File: src/rtl/alu_pkg.sv
// alu_pkg: shared op encoding and helper functions for the EX-stage ALU.
package alu_pkg;

   localparam int unsigned ALU_WIDTH = 32;

   // 2-bit operation select as driven by the decode stage
   typedef logic [1:0] alu_op_t;

   localparam alu_op_t ALU_ADD = 2'b00;
   localparam alu_op_t ALU_SUB = 2'b01;
   localparam alu_op_t ALU_AND = 2'b10;
   localparam alu_op_t ALU_OR  = 2'b11;

   // Two's-complement overflow of an addition, judged from the sign bits of
   // both addends and the sum: same-sign addends producing a different-sign sum.
   function automatic logic add_ovf(input logic a_msb,
                                    input logic b_msb,
                                    input logic s_msb);
      return (a_msb == b_msb) && (s_msb != a_msb);
   endfunction

   // True when the operation runs through the adder/subtractor
   function automatic logic is_arith(input alu_op_t op);
      logic arith;
      case (op)
         ALU_ADD: arith = 1'b1;
         ALU_SUB: arith = 1'b1;
         ALU_AND: arith = 1'b0;
         ALU_OR:  arith = 1'b0;
         default: arith = 1'b0;
      endcase
      return arith;
   endfunction

endpackage : alu_pkg

File: src/rtl/alu_addsub.sv
// alu_addsub: combinational WIDTH-bit adder/subtractor with signed overflow.
// Subtraction is a + ~b + 1, so one carry chain serves both operations.
module alu_addsub
   import alu_pkg::*;
#(
   parameter int unsigned WIDTH = 32
) (
   input  logic [WIDTH-1:0] a,
   input  logic [WIDTH-1:0] b,
   input  logic             sub,
   output logic [WIDTH-1:0] sum,
   output logic             overflow
);

   logic [WIDTH-1:0] b_eff_s;
   logic [WIDTH-1:0] cin_s;

   // Invert the second operand and inject the +1 carry for subtraction
   always_comb begin
      b_eff_s = b;
      cin_s   = {WIDTH{1'b0}};
      if (sub) begin
         b_eff_s = ~b;
         cin_s   = {{(WIDTH-1){1'b0}}, 1'b1};
      end else begin
         b_eff_s = b;
         cin_s   = {WIDTH{1'b0}};
      end
   end

   // Modulo-2^WIDTH sum; overflow judged against the effective addend, which
   // for SUB reduces to (a_msb != b_msb) && (diff_msb != a_msb)
   always_comb begin
      sum      = a + b_eff_s + cin_s;
      overflow = add_ovf(a[WIDTH-1], b_eff_s[WIDTH-1], sum[WIDTH-1]);
   end

endmodule : alu_addsub

File: src/rtl/alu_unit.sv
// alu_unit: 32-bit EX-stage ALU (ADD/SUB/AND/OR) with registered result,
// signed-overflow and zero flags; acts as the EX/MEM boundary for the result.
module alu_unit
   import alu_pkg::*;
#(
   parameter int unsigned WIDTH = ALU_WIDTH
) (
   input  logic             clk,
   input  logic             rst,
   input  logic [WIDTH-1:0] a,
   input  logic [WIDTH-1:0] b,
   input  logic [1:0]       op,
   input  logic             is_sign,
   output logic [WIDTH-1:0] result,
   output logic             overflow,
   output logic             zero
);

   logic             sub_s;
   logic [WIDTH-1:0] addsub_sum_s;
   logic             addsub_ovf_s;
   logic [WIDTH-1:0] result_s;
   logic             overflow_s;
   logic             zero_s;
   logic [WIDTH-1:0] result_r;
   logic             overflow_r;
   logic             zero_r;

   // Select subtraction in the shared adder only for SUB
   always_comb begin
      if (alu_op_t'(op) == ALU_SUB) begin
         sub_s = 1'b1;
      end else begin
         sub_s = 1'b0;
      end
   end

   alu_addsub #(
      .WIDTH    (WIDTH)
   ) u_addsub (
      .a        (a),
      .b        (b),
      .sub      (sub_s),
      .sum      (addsub_sum_s),
      .overflow (addsub_ovf_s)
   );

   // Next-state result mux; overflow only reported for signed arithmetic
   always_comb begin
      result_s   = {WIDTH{1'b0}};
      overflow_s = 1'b0;
      case (alu_op_t'(op))
         ALU_ADD: begin
            result_s   = addsub_sum_s;
            overflow_s = is_sign & addsub_ovf_s;
         end
         ALU_SUB: begin
            result_s   = addsub_sum_s;
            overflow_s = is_sign & addsub_ovf_s;
         end
         ALU_AND: begin
            result_s   = a & b;
            overflow_s = 1'b0;
         end
         ALU_OR: begin
            result_s   = a | b;
            overflow_s = 1'b0;
         end
         default: begin
            result_s   = {WIDTH{1'b0}};
            overflow_s = 1'b0;
         end
      endcase
   end

   // Zero flag derived from the same next result so it always matches result
   always_comb begin
      if (result_s == {WIDTH{1'b0}}) begin
         zero_s = 1'b1;
      end else begin
         zero_s = 1'b0;
      end
   end

   // Output register; async reset discards any in-flight operation
   always_ff @(posedge clk or negedge rst) begin
      if (!rst) begin
         result_r   <= {WIDTH{1'b0}};
         overflow_r <= 1'b0;
         zero_r     <= 1'b1;
      end else begin
         result_r   <= result_s;
         overflow_r <= overflow_s;
         zero_r     <= zero_s;
      end
   end

   assign result   = result_r;
   assign overflow = overflow_r;
   assign zero     = zero_r;

endmodule : alu_unit

File: config.mk
export PLATFORM = sky130hd
export DESIGN_NAME = alu_unit
export DESIGN_NICKNAME = d
export VERILOG_FILES = /design/src/rtl/alu_pkg.sv /design/src/rtl/alu_addsub.sv /design/src/rtl/alu_unit.sv
export SDC_FILE = /design/constraint.sdc
export NUM_CORES = 1
export LEC_CHECK = 0
export CORE_UTILIZATION = 54
export CTS_CLUSTER_SIZE = 16
export DETAILED_ROUTE_END_ITERATION = 12
export PLACE_DENSITY_LB_ADDON = 0.05
export SKIP_CTS_REPAIR_TIMING = 1
export SYNTH_ARGS = -nofsm -noshare
export SYNTH_HDL_FRONTEND = slang
export SYNTH_SLANG_ARGS = --single-unit
File: constraint.sdc
create_clock -name clk -period 2 [get_ports clk]
set_clock_uncertainty 0.05 [all_clocks]
set_input_delay 0.5 -clock clk [delete_from_list [all_inputs] [get_ports clk]]
set_output_delay 0.5 -clock clk [all_outputs]
set_load 0.01 [all_outputs]
==> metrics.log, run 1 <==
[metrics] worst endpoint from the post-global-route timing repair: zero$_DFF_PN1_/D
[metrics] status: stopped before the end
[metrics] dominant synthesized flop cell: dfrtp_1
[metrics] HPWL Detailed: 11900 µm
[metrics] number of library cell types mapped by synthesis: 68
[metrics] post-synthesis cell area: 3900 µm²
[metrics] horizontal die dimension: 87.0 µm
[metrics] mean instance size in the synthesized netlist: 8.26 µm²
[metrics] effective utilization at floorplan: 56.8%
[metrics] portion of synthesized cell area occupied by the leading cell type: 21.2%
[metrics] count of standard-cell rows: 30
[metrics] placed cell count: 796
[metrics] cell type contributing the most total cell area after synthesis: dfrtp_1
[metrics] Max Buffers Root-to-Sink: 2
[metrics] share of synthesized registers carrying an async set or reset: 100%
[metrics] global placer's final weighted congestion: 1.01
[metrics] list of most frequent post-synthesis cells: nand2_1, xnor2_1, a21oi_1, ha_1, dfrtp_1
[metrics] count of state elements after synthesis: 34
[metrics] number of enable flip-flop cells after synthesis: 0
[metrics] Die Y: 87.0 µm
[metrics] post-place setup slack: -2350 ps
[metrics] number of nets in the synthesized netlist: 577
[metrics] Clk Tree Root Cell: clkbuf_8
[metrics] sequential cell area fraction in the yosys report: 21.9%
[metrics] terminating stage of the flow: global routing
[metrics] cells taking the most area after synthesis: dfrtp_1, ha_1, xnor2_1
[metrics] error that ended the run: [ERROR DPL-0038] Utilization greater than 100%, impossible to legalize
[metrics] largest net degree at the start of global routing: 51
[metrics] IO Count: 103
[metrics] count of buffers inserted at the top-level ports: 102
[metrics] maximum level of the CTS H-tree: 2
[metrics] Post-Syn Instances: 472
[metrics] most repeated cell in the gate-level netlist after synthesis: nand2_1
[metrics] kind of pin the worst path terminates on: sequential cell input
[metrics] CTS buffer count: 5
[metrics] warning count from the yosys run: 0
[metrics] number of clock sinks: 34
kinds of logic after synthesis:
group                    after synthesis  share of synthesized area, %
flip-flops                            34                          21.9
adder cells (fa/ha/maj)               64                          19.0
AND/OR/NAND/NOR                      129                          16.3
buffers and inverters                 40                          4.27
XOR/XNOR                              55                          12.4
AO/OA/AOI/OAI                        148                          25.7
multiplexers                           2                         0.513
stage by stage:
stage | TNS (ps) | cell area (µm²)
2_1_floorplan | -32430 | 4080
3_3_place_gp | -43070 | 6180
3_5_place_dp | -46400 | 6180
4_1_cts | -36700 | 6290
==> run 2: changes to the inputs <==
- CORE_UTILIZATION: 54 -> 40
- CTS_CLUSTER_SIZE: 16 -> default
- PLACE_DENSITY_LB_ADDON: 0.05 -> 0.15
==> run 2 against run 1 <==
  * The flow now finishes, with violations (setup timing)
  * Synthesized cell count did not move
  * Synthesized area did not move
==> metrics.log, run 2 <==
[metrics] status: finished, violations left
[metrics] worst stage delay on the critical path: 560 ps
[metrics] Worst-Margin Slew: 632 ps
[metrics] number of nets in the synthesized netlist: 577
[metrics] total congestion overflow: 0
[metrics] IO Count: 103
[metrics] maximum clock rate: 264 MHz
[metrics] sum of routed wire length over all layers: 16300 µm
[metrics] Tcrit/Tclk final: 190%
[metrics] share of synthesized registers carrying an async set or reset: 100%
[metrics] Routed WL per cell: 18.5 µm
[metrics] mean instance size in the synthesized netlist: 8.26 µm²
[metrics] number of library cell types mapped by synthesis: 68
[metrics] net switching power: 1.80 mW
[metrics] most frequent standard cell in the layout excluding fill and tap cells: buf_4
[metrics] CTS buffer count: 5
[metrics] GRT Total Usage: 26.1%
[metrics] CP startpoint kind: input pin
[metrics] violated checks: setup timing
[metrics] count of standard-cell rows: 35
[metrics] area of the core: 9330 µm²
[metrics] number of flip-flops in the largest register: 32
[metrics] non-filler instance count after layout: 882
[metrics] cell type contributing the most total cell area after synthesis: dfrtp_1
[metrics] number of antenna violations at the first check in global routing: 0
[metrics] count of state elements after synthesis: 34
[metrics] number of clock sinks: 34
[metrics] final cell area excluding filler cells: 7410 µm²
[metrics] filler instances: 595
[metrics] final core utilization: 79.5%
[metrics] vias in the first global route: 4437
[metrics] most used cells in the layout excluding fill and tap cells: buf_4, clkdlybuf4s50_1, nand2_1
[metrics] maximum fanout count along the critical path: 7
[metrics] maxcap violations: 0
[metrics] dominant synthesized flop cell: dfrtp_1
[metrics] number of endpoints failing setup at the final stage: 31
[metrics] normalized max-slew margin: 57.9%
[metrics] first-pass detailed-route iteration total: 5
[metrics] Max Buffers Root-to-Sink: 2
[metrics] global-route wire length before repair: 20700 µm
[metrics] list of most frequent post-synthesis cells: nand2_1, xnor2_1, a21oi_1, ha_1, dfrtp_1
[metrics] Post-Syn Instances: 472
[metrics] vias per cell: 5.51
[metrics] warning count from the yosys run: 0
[metrics] final slew viol count: 0
[metrics] class of the worst hold path: input pin to async pin
[metrics] required time of the critical path: 2140 ps
[metrics] largest net degree at the start of global routing: 51
[metrics] part of the power in combinational logic: 66.6%
[metrics] post-place setup slack: -2220 ps
[metrics] DIE AREA: 10100 µm²
[metrics] drt initial violations: 222
[metrics] Clock transition at path regs: 100 ps
[metrics] Crit path arrival time: 3940 ps
[metrics] most repeated cell in the gate-level netlist after synthesis: nand2_1
[metrics] DRC viols: 0
[metrics] crit path max-delay cell type: or4b_4
[metrics] vias after detailed routing: 4862
[metrics] multi-input combinational cell area: 3580 µm²
[metrics] RSZ-0062 raised after global routing: true
[metrics] Leak Pwr: 3.30 nW
[metrics] maximum vdd drop: 0.434 mV
[metrics] number of enable flip-flop cells after synthesis: 0
[metrics] crit end category: flop
[metrics] count of buffers inserted at the top-level ports: 102
[metrics] Die Y: 101 µm
[metrics] sequential cell area fraction in the yosys report: 21.9%
[metrics] area of placed instances: 6270 µm²
[metrics] TritonCTS clock tree: built
[metrics] placed cell count: 834
[metrics] Worst Path Buf+Inv: 5
[metrics] layout overhead on the synthesized area: 90.1%
[metrics] Clk Tree Root Cell: clkbuf_8
[metrics] Antenna Nets Post-Route: 0
[metrics] Worst path most repeated cell: buf_12
[metrics] cells taking the most area after synthesis: dfrtp_1, ha_1, xnor2_1
[metrics] internal power component: 2.81 mW
[metrics] total power divided by cell area: 622 nW/µm²
[metrics] worst path cell trace: buf_8 > inv_8 > nand2_8 > buf_12 > buf_12 > xnor2_2 > ha_1 > buf_6 > a21boi_2 > a311o_1 > o21ai_4 > xor2_1 > a21oi_2 > or4b_4 > nor4_4 > nand4_1 > nor4_2
[metrics] register area: 852 µm²
[metrics] diode count: 0
[metrics] family with the most delay on the worst path: simple AND/OR/NAND/NOR gates
[metrics] worst setup slack after layout: -1790 ps
[metrics] post-synthesis cell area: 3900 µm²
[metrics] clock share of power: 14.9%
[metrics] horizontal die dimension: 101 µm
[metrics] category of the critical setup timing path: input pin to flop
[metrics] Min Clock Period, post-route: 3790 ps
[metrics] portion of synthesized cell area occupied by the leading cell type: 21.2%
[metrics] Flop pwr share: 18.5%
[metrics] effective utilization at floorplan: 41.8%
[metrics] maximum level of the CTS H-tree: 2
[metrics] global placer's final weighted congestion: 0.968
[metrics] number of endpoints with negative hold slack in the final report: 0
[metrics] HPWL Detailed: 10600 µm
[metrics] net total in the final layout: 857
[metrics] fraction of layout cells with a size suffix above 1: 42.5%
[metrics] share of total power consumed by net switching: 39.0%
[run 2: path summary, 6_finish.rpt]
kind                         start         end  slack (ps)  cells after the start
worst min-delay path           rst  result[11]         520                      2
max in group asynchronous      rst        zero        1110                      2
worst max-delay path         op[1]        zero       -1790                     17
min in group clk           is_sign    overflow         710                      3
[run 2: stage by stage]
stage | setup TNS [ps] | power, mW | hold WS [ps]
5_1_grt | -28640 | 4.82 | 535
3_5_place_dp | -45230 | 3.27 | 861
6_report | -25700 | 4.61 | 523
4_1_cts | -35780 | 3.97 | 540
3_3_place_gp | -43260 | 3.23 | 849
2_1_floorplan | -32430 | 2.03 | 154
[run 2: layout make-up]
cell class / instances / area share [%]
clock buffers: 5 / 0.928
clock inverters: 3 / 0.608
inverters: 15 / 0.861
multi-input cells: 398 / 48.3
flip-flops and latches: 34 / 11.5
well taps: 129 / 2.18
repair buffers: 298 / 35.6
[run 2: layer usage]
metal / vias up / part of all wire [%] / global-route usage [%]
li1: 2294 / - / -
met1: 2352 / 39 / 32.2
met2: 174 / 53 / 48.3
met3: 42 / 4.5 / 3.05
met4: 0 / 3.1 / 5.69
met5: - / 0 / 0
[run 2: cell families (layout without fill, tap and decap cells)]
logic type               count (synthesis)  count (layout)  synth area share, %
buffers and inverters                   40             321                 4.27
AO/OA/AOI/OAI                          148             148                 25.7
flip-flops                              34              34                 21.9
multiplexers                             2               2                0.513
AND/OR/NAND/NOR                        129             129                 16.3
XOR/XNOR                                55              55                 12.4
adder cells (fa/ha/maj)                 64              64                 19.0
[run 2: power by group through the flow]
stage | logic (mW) | registers (mW) | clock network [mW]
final | 3.07 | 0.853 | 0.685
after floorplan | 1.11 | 0.924 | 0
after global placement | 2.36 | 0.866 | 0
after detailed placement | 2.41 | 0.868 | 0
after global routing | 3.25 | 0.861 | 0.716
after CTS | 2.43 | 0.855 | 0.686
Power figures use the tool's default switching activity.
==> run 3: changes to the inputs <==
- SETUP_SLACK_MARGIN: default -> 0.15
==> run 3 against run 2 <==
  * The run still ends with setup timing left
  * Global-route usage is the same
  * Hold slack improved by 1.0 ps
  * Sequential power is essentially flat
  * Utilization is 0.054 points lower
  * Clock power about the same
  * Die area is the same
  * Cell count down 0.11%
  * Setup slack better by 110 ps
  * Critical endpoint unchanged
  * Largest power group unchanged
  * Highest routed layer unchanged
==> metrics.log, run 3 (same netlist as run 2, synthesis figures left out) <==
[metrics] count of standard-cell rows: 35
[metrics] CTS buffer count: 5
[metrics] count of buffers inserted at the top-level ports: 102
[metrics] violated checks: setup timing
[metrics] Crit path arrival time: 3830 ps
[metrics] net switching power: 1.80 mW
[metrics] HPWL Detailed: 10600 µm
[metrics] area of the core: 9330 µm²
[metrics] internal power component: 2.81 mW
[metrics] Max Buffers Root-to-Sink: 2
[metrics] crit path max-delay cell type: or4b_4
[metrics] Die Y: 101 µm
[metrics] maxcap violations: 0
[metrics] worst setup slack after layout: -1680 ps
[metrics] number of endpoints with negative hold slack in the final report: 0
[metrics] maximum vdd drop: 0.438 mV
[metrics] fraction of layout cells with a size suffix above 1: 42.4%
[metrics] final core utilization: 79.4%
[metrics] diode count: 0
[metrics] maximum clock rate: 272 MHz
[metrics] first-pass detailed-route iteration total: 5
[metrics] Leak Pwr: 3.31 nW
[metrics] GRT Total Usage: 26.1%
[metrics] most frequent standard cell in the layout excluding fill and tap cells: buf_4
[metrics] vias in the first global route: 4437
[metrics] part of the power in combinational logic: 66.5%
[metrics] vias after detailed routing: 4882
[metrics] Antenna Nets Post-Route: 0
[metrics] clock share of power: 14.9%
[metrics] layout overhead on the synthesized area: 90.0%
[metrics] share of total power consumed by net switching: 39.0%
[metrics] Min Clock Period, post-route: 3680 ps
[metrics] final slew viol count: 0
[metrics] status: finished, violations left
[metrics] TritonCTS clock tree: built
[metrics] global-route wire length before repair: 20700 µm
[metrics] DRC viols: 0
[metrics] post-place setup slack: -2220 ps
[metrics] global placer's final weighted congestion: 0.968
[metrics] RSZ-0062 raised after global routing: true
[metrics] Flop pwr share: 18.6%
[metrics] largest net degree at the start of global routing: 51
[metrics] Routed WL per cell: 18.4 µm
[metrics] filler instances: 595
[metrics] IO Count: 103
[metrics] worst path cell trace: buf_8 > inv_8 > nand2_8 > buf_12 > buf_12 > xnor2_2 > ha_1 > buf_6 > a21boi_2 > a311o_1 > o21ai_4 > xor2_1 > a21oi_2 > or4b_4 > nor4_4 > nand4_1 > nor4_2
[metrics] worst stage delay on the critical path: 560 ps
[metrics] Clk Tree Root Cell: clkbuf_8
[metrics] category of the critical setup timing path: input pin to flop
[metrics] Clock transition at path regs: 100 ps
[metrics] Tcrit/Tclk final: 184%
[metrics] net total in the final layout: 856
[metrics] most used cells in the layout excluding fill and tap cells: buf_4, clkdlybuf4s50_1, nand2_1
[metrics] horizontal die dimension: 101 µm
[metrics] Worst path most repeated cell: buf_12
[metrics] number of endpoints failing setup at the final stage: 31
[metrics] effective utilization at floorplan: 41.8%
[metrics] number of clock sinks: 34
[metrics] maximum level of the CTS H-tree: 2
[metrics] normalized max-slew margin: 58.9%
[metrics] crit end category: flop
[metrics] vias per cell: 5.54
[metrics] Worst-Margin Slew: 616 ps
[metrics] DIE AREA: 10100 µm²
[metrics] number of antenna violations at the first check in global routing: 0
[metrics] maximum fanout count along the critical path: 7
[metrics] required time of the critical path: 2150 ps
[metrics] sum of routed wire length over all layers: 16200 µm
[metrics] class of the worst hold path: input pin to async pin
[metrics] number of flip-flops in the largest register: 32
[metrics] total congestion overflow: 0
[metrics] CP startpoint kind: input pin
[metrics] total power divided by cell area: 622 nW/µm²
[metrics] drt initial violations: 291
## run 3: worst paths after layout
path                       slack, ps  cells past startpoint  startpoint        end
min in group clk                 710                      3     is_sign   overflow
max                            -1680                     17       op[1]       zero
max in group asynchronous       1100                      2         rst       zero
min                              520                      2         rst  result[6]
## run 3: stage by stage
step	hold WS [ps]	total power [mW]	TNS (ps)	std cells	instance area, µm²
3_3_place_gp	849	3.23	-43260	834	6270
4_1_cts	540	3.97	-35780	842	6390
3_5_place_dp	861	3.27	-45230	834	6270
2_1_floorplan	154	2.03	-32430	472	4080
6_report	524	4.61	-25590	881	7410
5_1_grt	533	4.82	-28140	881	7410
## run 3: layout make-up
type                       count  area (µm²)  share of cell area, %
tap                          129         161                   2.18
sequential                    34         852                   11.5
clock buffer                   5        68.8                  0.929
timing repair buffer         297        2640                   35.6
clock inverter                 3        45.0                  0.608
multi-input combinational    398        3580                   48.3
inverter                      15        63.8                  0.861
## run 3: power groups by stage
stage          sequential [mW]  clock, mW  combinational (mW)
2_1_floorplan            0.924          0                1.11
3_3_place_gp             0.866          0                2.36
3_5_place_dp             0.868          0                2.41
4_1_cts                  0.855      0.686                2.43
5_1_grt                  0.862      0.718                3.24
6_report                 0.855      0.687                3.07
## run 3: worst max-delay path: cells and delay by family
family / cells / cell delay [ps]
adders and majority gates: 1 / 320
and+or+nand+nor: 5 / 1230
buffers and inverters: 5 / 600
xor gates and xnor gates: 2 / 360
AOI/OAI and AO/OA: 4 / 800
## run 3: routing by layer
| metal | vias up | track usage (%) | share of wire [%] |
|---|---|---|---|
| met4 | 0 | 5.69 | 3.1 |
| li1 | 2287 | - | - |
| met3 | 44 | 3.05 | 4.8 |
| met1 | 2362 | 32.2 | 39 |
| met5 | - | 0 | 0 |
| met2 | 189 | 48.3 | 53 |
